==> src/rtl/modport_fifo_pkg.sv <==
// Shared widths and types for the modport_fifo datapath.
// Optional o_count port is enabled by MODPORT_FIFO_COUNT_EN.
package modport_fifo_pkg;
   localparam int DATA_W = 128;
   localparam int DEPTH  = 16;
   localparam int PTR_W  = $clog2(DEPTH);
   localparam int CNT_W  = PTR_W + 1;

   typedef logic [DATA_W-1:0] data_t;
   typedef logic [PTR_W-1:0]  ptr_t;
   typedef logic [CNT_W-1:0]  cnt_t;
endpackage

==> src/rtl/modport_fifo_mem.sv <==
// 1-write/1-read storage array with a registered read port.
// Storage is never cleared; only the read register resets.
module modport_fifo_mem
   import modport_fifo_pkg::*;
(
   input  logic  clk,
   input  logic  rst,
   input  logic  we,
   input  ptr_t  waddr,
   input  data_t wdata,
   input  logic  re,
   input  ptr_t  raddr,
   output data_t rdata
);

   data_t mem [DEPTH];

   always_ff @(posedge clk) begin
      if (we) mem[waddr] <= wdata;
   end

   always_ff @(posedge clk) begin
      if (rst)     rdata <= '0;
      else if (re) rdata <= mem[raddr];
   end

endmodule

==> src/rtl/modport_fifo.sv <==
// Single-clock FIFO: pointers, occupancy count, flags, acceptance.
// Define MODPORT_FIFO_COUNT_EN to expose the count as o_count.
module modport_fifo
   import modport_fifo_pkg::*;
#(
   parameter int ALM_FULL_TH  = 2,
   parameter int ALM_EMPTY_TH = 2
) (
   input  logic              clk,
   input  logic              rstn,
   input  logic              i_wren,
   input  logic              i_rden,
   input  logic [DATA_W-1:0] i_wrdata,
   output logic              o_full,
   output logic              o_empty,
   output logic              o_alm_full,
   output logic              o_alm_empty,
`ifdef MODPORT_FIFO_COUNT_EN
   output logic [PTR_W:0]    o_count,
`endif
   output logic [DATA_W-1:0] o_rddata
);

   localparam cnt_t FULL_CNT = CNT_W'(DEPTH);
   localparam cnt_t AF_CNT   = CNT_W'(DEPTH - ALM_FULL_TH);
   localparam cnt_t AE_CNT   = CNT_W'(ALM_EMPTY_TH);

   ptr_t  wr_ptr;
   ptr_t  rd_ptr;
   cnt_t  count;
   logic  wr_acc;
   logic  rd_acc;

   // Requests in a reset cycle must not touch storage or pointers.
   assign wr_acc = i_wren & ~o_full  & ~rstn;
   assign rd_acc = i_rden & ~o_empty & ~rstn;

   always_ff @(posedge clk) begin
      if (rstn) begin
         wr_ptr <= '0;
         rd_ptr <= '0;
         count  <= '0;
      end else begin
         if (wr_acc) wr_ptr <= wr_ptr + 1'b1;
         if (rd_acc) rd_ptr <= rd_ptr + 1'b1;
         unique case ({wr_acc, rd_acc})
            2'b10:   count <= count + 1'b1;
            2'b01:   count <= count - 1'b1;
            default: count <= count;
         endcase
      end
   end

   assign o_full      = (count == FULL_CNT);
   assign o_empty     = (count == '0);
   assign o_alm_full  = (count >= AF_CNT);
   assign o_alm_empty = (count <= AE_CNT);

`ifdef MODPORT_FIFO_COUNT_EN
   assign o_count = count;
`endif

   modport_fifo_mem u_mem (
      .clk   (clk),
      .rst   (rstn),
      .we    (wr_acc),
      .waddr (wr_ptr),
      .wdata (i_wrdata),
      .re    (rd_acc),
      .raddr (rd_ptr),
      .rdata (o_rddata)
   );

endmodule

==> config.mk <==
export PLATFORM = sky130hd
export DESIGN_NAME = modport_fifo
export DESIGN_NICKNAME = d
export VERILOG_FILES = /design/src/rtl/modport_fifo_pkg.sv /design/src/rtl/modport_fifo_mem.sv /design/src/rtl/modport_fifo.sv
export SDC_FILE = /design/constraint.sdc
export NUM_CORES = 2
export LEC_CHECK = 0
export CORE_MARGIN = 1
export CORE_UTILIZATION = 53
export DETAILED_ROUTE_END_ITERATION = 16
export PLACE_DENSITY = 0.72
export SYNTH_ARGS = -nofsm -noshare
export SYNTH_HDL_FRONTEND = slang
export SYNTH_HIERARCHICAL = 1
export SYNTH_SLANG_ARGS = --single-unit
==> constraint.sdc <==
create_clock -name clk -period 12.75 [get_ports clk]
set_input_delay 1.9125 -clock clk [delete_from_list [all_inputs] [get_ports clk]]
set_output_delay 1.9125 -clock clk [all_outputs]
set_load 0.005 [all_outputs]
After elaboration in Yosys (flattened, before gate mapping)
Memory sizes are Yosys's and may differ from the RTL's. A register that Yosys moved wholly into a read port is not among the register bits.
Cells that the tools add are included.
{"block": "totals", "regBits": 13, "ramBits": 2048, "inputBits": 132, "out_inout_bits": 132, "memories": 1}
{"block": "op_classes", "n_addsub": 4, "magnitude_cmp": 2, "eq_ne": 3, "muxes": 3, "bitwise": 7, "reduce_logical": 2}
{"name": "u_mem.mem", "depth": 16, "word_bits": 128, "read_ports": 1, "rd_ports_with_merged_regs": 1, "write_ports": 1, "line": "modport_fifo_mem.sv:16", "source": "data_t mem [DEPTH];"}
{"op": "case mux 5 bit (2 select lines)", "count": 1}
{"op": "adder 4 x 1 -> 4 bit (second input constant)", "count": 2}
{"op": "adder 5 x 1 -> 5 bit (second input constant)", "count": 1}
{"op": "equality test 5 bit (second input constant)", "count": 1}
{"op": ">= comparator 5 x 4 -> 1 bit (second input constant)", "count": 1}
{"op": "less-or-equal comparator 5 x 2 -> 1 bit (second input constant)", "count": 1}
{"op": "zero test 5 bit", "count": 1}
{"op": "subtractor 5 x 1 -> 5 bit (second input constant)", "count": 1}
{"op": "AND 1 bit", "count": 4}
{"op": "NOT 1 bit", "count": 3}
{"op": "equality test 2 x 1 -> 1 bit (second input constant)", "count": 1}
{"op": "equality test 2 bit (second input constant)", "count": 1}
{"op": "2-to-1 mux 1 bit", "count": 2}
{"op": "nonzero test 2 bit", "count": 1}

Longest topological paths before layout
{"block": "depth", "depth_word": 6, "depth_mapped": 9}

Modules after synthesis
Netlist, hierarchy kept.
{"module": "modport_fifo_mem", "instances": 1, "cells_each": 4338, "area_each_um2": 82805.7}
{"module": "modport_fifo", "instances": 1, "cells_each": 82, "area_each_um2": 739.5}

Worst setup path before layout
OpenSTA, ideal clock, no wires.
{"block": "synth_path", "path_type": "input -> register", "from": "in i_wren", "to": "mem u_mem/mem[0][0] in the netlist's numbering, enable pin", "setup_time_ns": 0.772, "t_arrival_ns": 11.543, "required_time_ns": 11.978, "slack_ns": 0.436, "cell_stages": 6, "path_cell_list": "inv_1 > a21oi_1 > nand2b_1 > inv_1 > or3b_2 > nor3_1"}
{"block": "synth_between", "elab_chain_cells": 4}
{"item": "start: declaration", "line": "modport_fifo.sv:11", "source": "input logic i_wren,"}
{"item": "AND 1 bit (2 in series)", "line": "modport_fifo.sv:35", "source": "assign wr_acc = i_wren & ~o_full & ~rstn;"}
{"item": "named net wr_acc", "line": "modport_fifo.sv:31", "source": "logic wr_acc;"}
{"item": "2-to-1 mux 1 bit", "line": "modport_fifo_mem.sv:19", "source": "if (we) mem[waddr] <= wdata;"}
{"item": "2-to-1 mux 1 bit (implied by the code)", "line": "modport_fifo_mem.sv:19"}
{"item": "end: declaration", "line": "modport_fifo_mem.sv:16"}
The timed path passes the listed nets, and every way through them passes these cells.

Worst setup path after layout
{"block": "layout_path", "from": "in i_wren", "to": "mem u_mem/mem[2][9] in the netlist's numbering, enable pin"}
Same word-level chain as after synthesis.

==> results by group <==
STA
  – Final Max Tran Viols: 0
  – Setup TNS: 0 ps
  – Worst-margin pin slew: 1210 ps
  – Worst Clk Skew: 31.8 ps
  – Final Hold Fails: 0
  – Slew HR: 0.191
  – Tmin final: 4910 ps
  – Hold_ws: 452 ps
  – Fmax: 204 MHz
  – Unrepaired setup endpoints after global routing: no
  – Period utilization: 0.385
  – Final count of negative-setup-slack endpoints: 0

Worst setup path
  – CP Class: primary input to flop
  – Data required time at the worst endpoint: 13180 ps
  – CP Capture Type: flop
  – Crit path arrival time: 5350 ps
  – Critical Path Source Type: primary input
  – Worst Path Max Fanout: 50

Floorplanning
  – Overall die height: 399 um
  – I/O Pins: 264
  – Starting Density: 0.534
  – Core Rows: 145
  – Core ar.: 0.156 sq mm
  – Die ar.: 0.159 sq mm
  – Die span in x: 399 um

Pwr
  – Pint: 12100 uW
  – P_sw: 3320 uW
  – Worst vdd ir: 150 uV
  – Sw Share: 0.216
  – Logic pwr share: 0.077
  – Clock power share: 0.402
  – Sequential Power Share: 0.522
  – Pwr Density: 162 mW/mm^2
  – Power, Total: 15400 uW
  – Static Leak: 0.0292 uW

Clock network
  – CTS Buffer Depth: 3
  – Root Buffer: clkbuf_16
  – CTS resizes: 0
  – H-tree levels: 4
  – Reg clk slew, reported paths: 60 ps
  – Hold Buf Count CTS: 0
  – TritonCTS clock tree: yes
  – Cts bufs inserted: 206
  – Clk sinks: 2189
  – Clk_lat worst skew: 830 ps
  – Setup bufs post-CTS: 0

Finish
  – Cell area after layout: 0.0949 sq mm
  – Most frequent cells in the layout: edfxtp_1, mux2i_1, nand2_1
  – Finished Layout Cells: 6957
  – Fraction of layout cells with a size suffix above 1: 0.132
  – Most common cell after layout, fill and taps aside: edfxtp_1
  – Nets: 4847
  – Syn-to-layout area delta: 13.5%

Synthesis
  – Synth Register Bits: 2189
  – Synthesized area per cell: 18.9 sq um
  – Sequential fraction of the synthesis area: 0.770
  – Netlist cell types: 46
  – Syn Nets: 4559
  – Synth Flop Type: edfxtp_1
  – Post-Syn Instances: 4420
  – Syn. warnings: 6
  – Async set-reset flop share out of synthesis: 0
  – Synth Cell Area: 0.0835 sq mm
  – Number of synthesized flops with an enable pin: 2048

Detailed routing
  – Post-DRT Antenna Nets: 0
  – Pre-antenna DRT Iters: 5
  – Post-route DRC violation count: 0
  – Routed vias: 41900
  – Vias/cell: 6.02
  – Final WL: 189000 um
  – Starting DRC count in detailed routing: 3769
  – Drt wl/cell: 27.2 um

Global routing
  – Initial antenna violation count: 18
  – Vias in the first global route: 42100
  – Total GRT Usage: 0.238
  – Maximum number of pins on one net before global-route repair: 142
  – First-pass GRT wire length: 277000 um
  – Total global routing overflow: 0

Place
  – HPWL Detailed: 96100 um
  – Routability cong.: 0.765
  – Post-DP Area: 0.0879 sq mm
  – PortBufs: 263
  – Cells after DPL: 6558

Flow run
  – Max Cap Viol: 0

Outcome
  – Status: finished, final reports clean

Hold path
  – Hold Path Class: flop to flop
metal layers:
metal | wire length [um] | vias to the layer above | GRT usage
met3 | 12300 | 278 | 0.0422
li1 | - | 18200 | -
met4 | 3880 | 22 | 0.0601
met2 | 95300 | 1423 | 0.400
met1 | 77800 | 21900 | 0.323
met5 | 142 | - | 0
cell families (layout without fill, tap and decap cells):
kind of cell,count (synthesis),in the layout,share of synthesized area
and+or+nand+nor,718,718,0.0411
other,0,7,0
adders and majority gates,7,7,0.00114
buffers and inverters,256,728,0.0201
muxes,871,871,0.136
DFF,2189,2189,0.770
xor gates and xnor gates,8,8,0.000839
AOI/OAI and AO/OA,371,371,0.0307
Yosys cell counts (55+ instances only):
master / count / area, sq um
a21oi_1: 146 / 731
a22oi_1: 164 / 1230
buf_2: 87 / 435
clkbuf_1: 61 / 229
dfxtp_1: 141 / 2820
edfxtp_1: 2048 / 61500
mux2i_1: 663 / 6640
mux4_2: 193 / 4350
nand2_1: 270 / 1010
nand2b_1: 55 / 344
nand3_1: 231 / 1160
nor2_1: 81 / 304
area by class of cell:
cell class | count | area (sq um)
Sequential cell | 2189 | 64300
Fill cell | 11000 | 61500
Multi-Input combinational cell | 1975 | 17700
Clock buffer | 292 | 5810
Timing Repair Buffer | 332 | 3300
Tap cell | 2058 | 2570
Clock inverter | 100 | 1100
Antenna cell | 7 | 17.5
Inverter | 4 | 15.0
sequential cells by signal (all words and copies together), names as in the netlist:
signal,cells
wr_ptr,4
rd_ptr,4
u_mem/mem,2048
count,5
u_mem/rdata,128
worst paths after layout:
check             startpoint         endpoint  slack, ps  cells after the start
min reg2reg  u_mem/rdata[41]  u_mem/rdata[41]        450                      2
max reg2reg         count[1]  u_mem/mem[2][9]       8770                      8
min          u_mem/rdata[41]  u_mem/rdata[41]        450                      2
max                   i_wren  u_mem/mem[2][9]       7840                      9
critical path, stage by stage:
cell             delay, ps
clkdlybuf4s50_1        450
inv_1                   60
a21oi_1                270
nand2b_1               180
inv_1                  140
or3b_2                 580
nor2_4                 440
buf_4                  400
buf_4                  790
stage by stage:
step                      worst slack [ps]   util
after floorplan                        436      -
after global placement                7010  0.562
after CTS                             7890  0.606
after detailed placement              7030  0.562
after global routing                  7740  0.607
final                                 7840  0.607
power by group through the flow:
stage | logic, uW | clock network, uW | registers, uW
3_5_place_dp | 1180 | 0 | 8180
3_3_place_gp | 1170 | 0 | 8170
6_report | 1180 | 6180 | 8020
2_1_floorplan | 854 | 0 | 8140
5_1_grt | 1260 | 6520 | 8030
4_1_cts | 1190 | 6260 | 8030
Power figures use the tool's default switching activity.
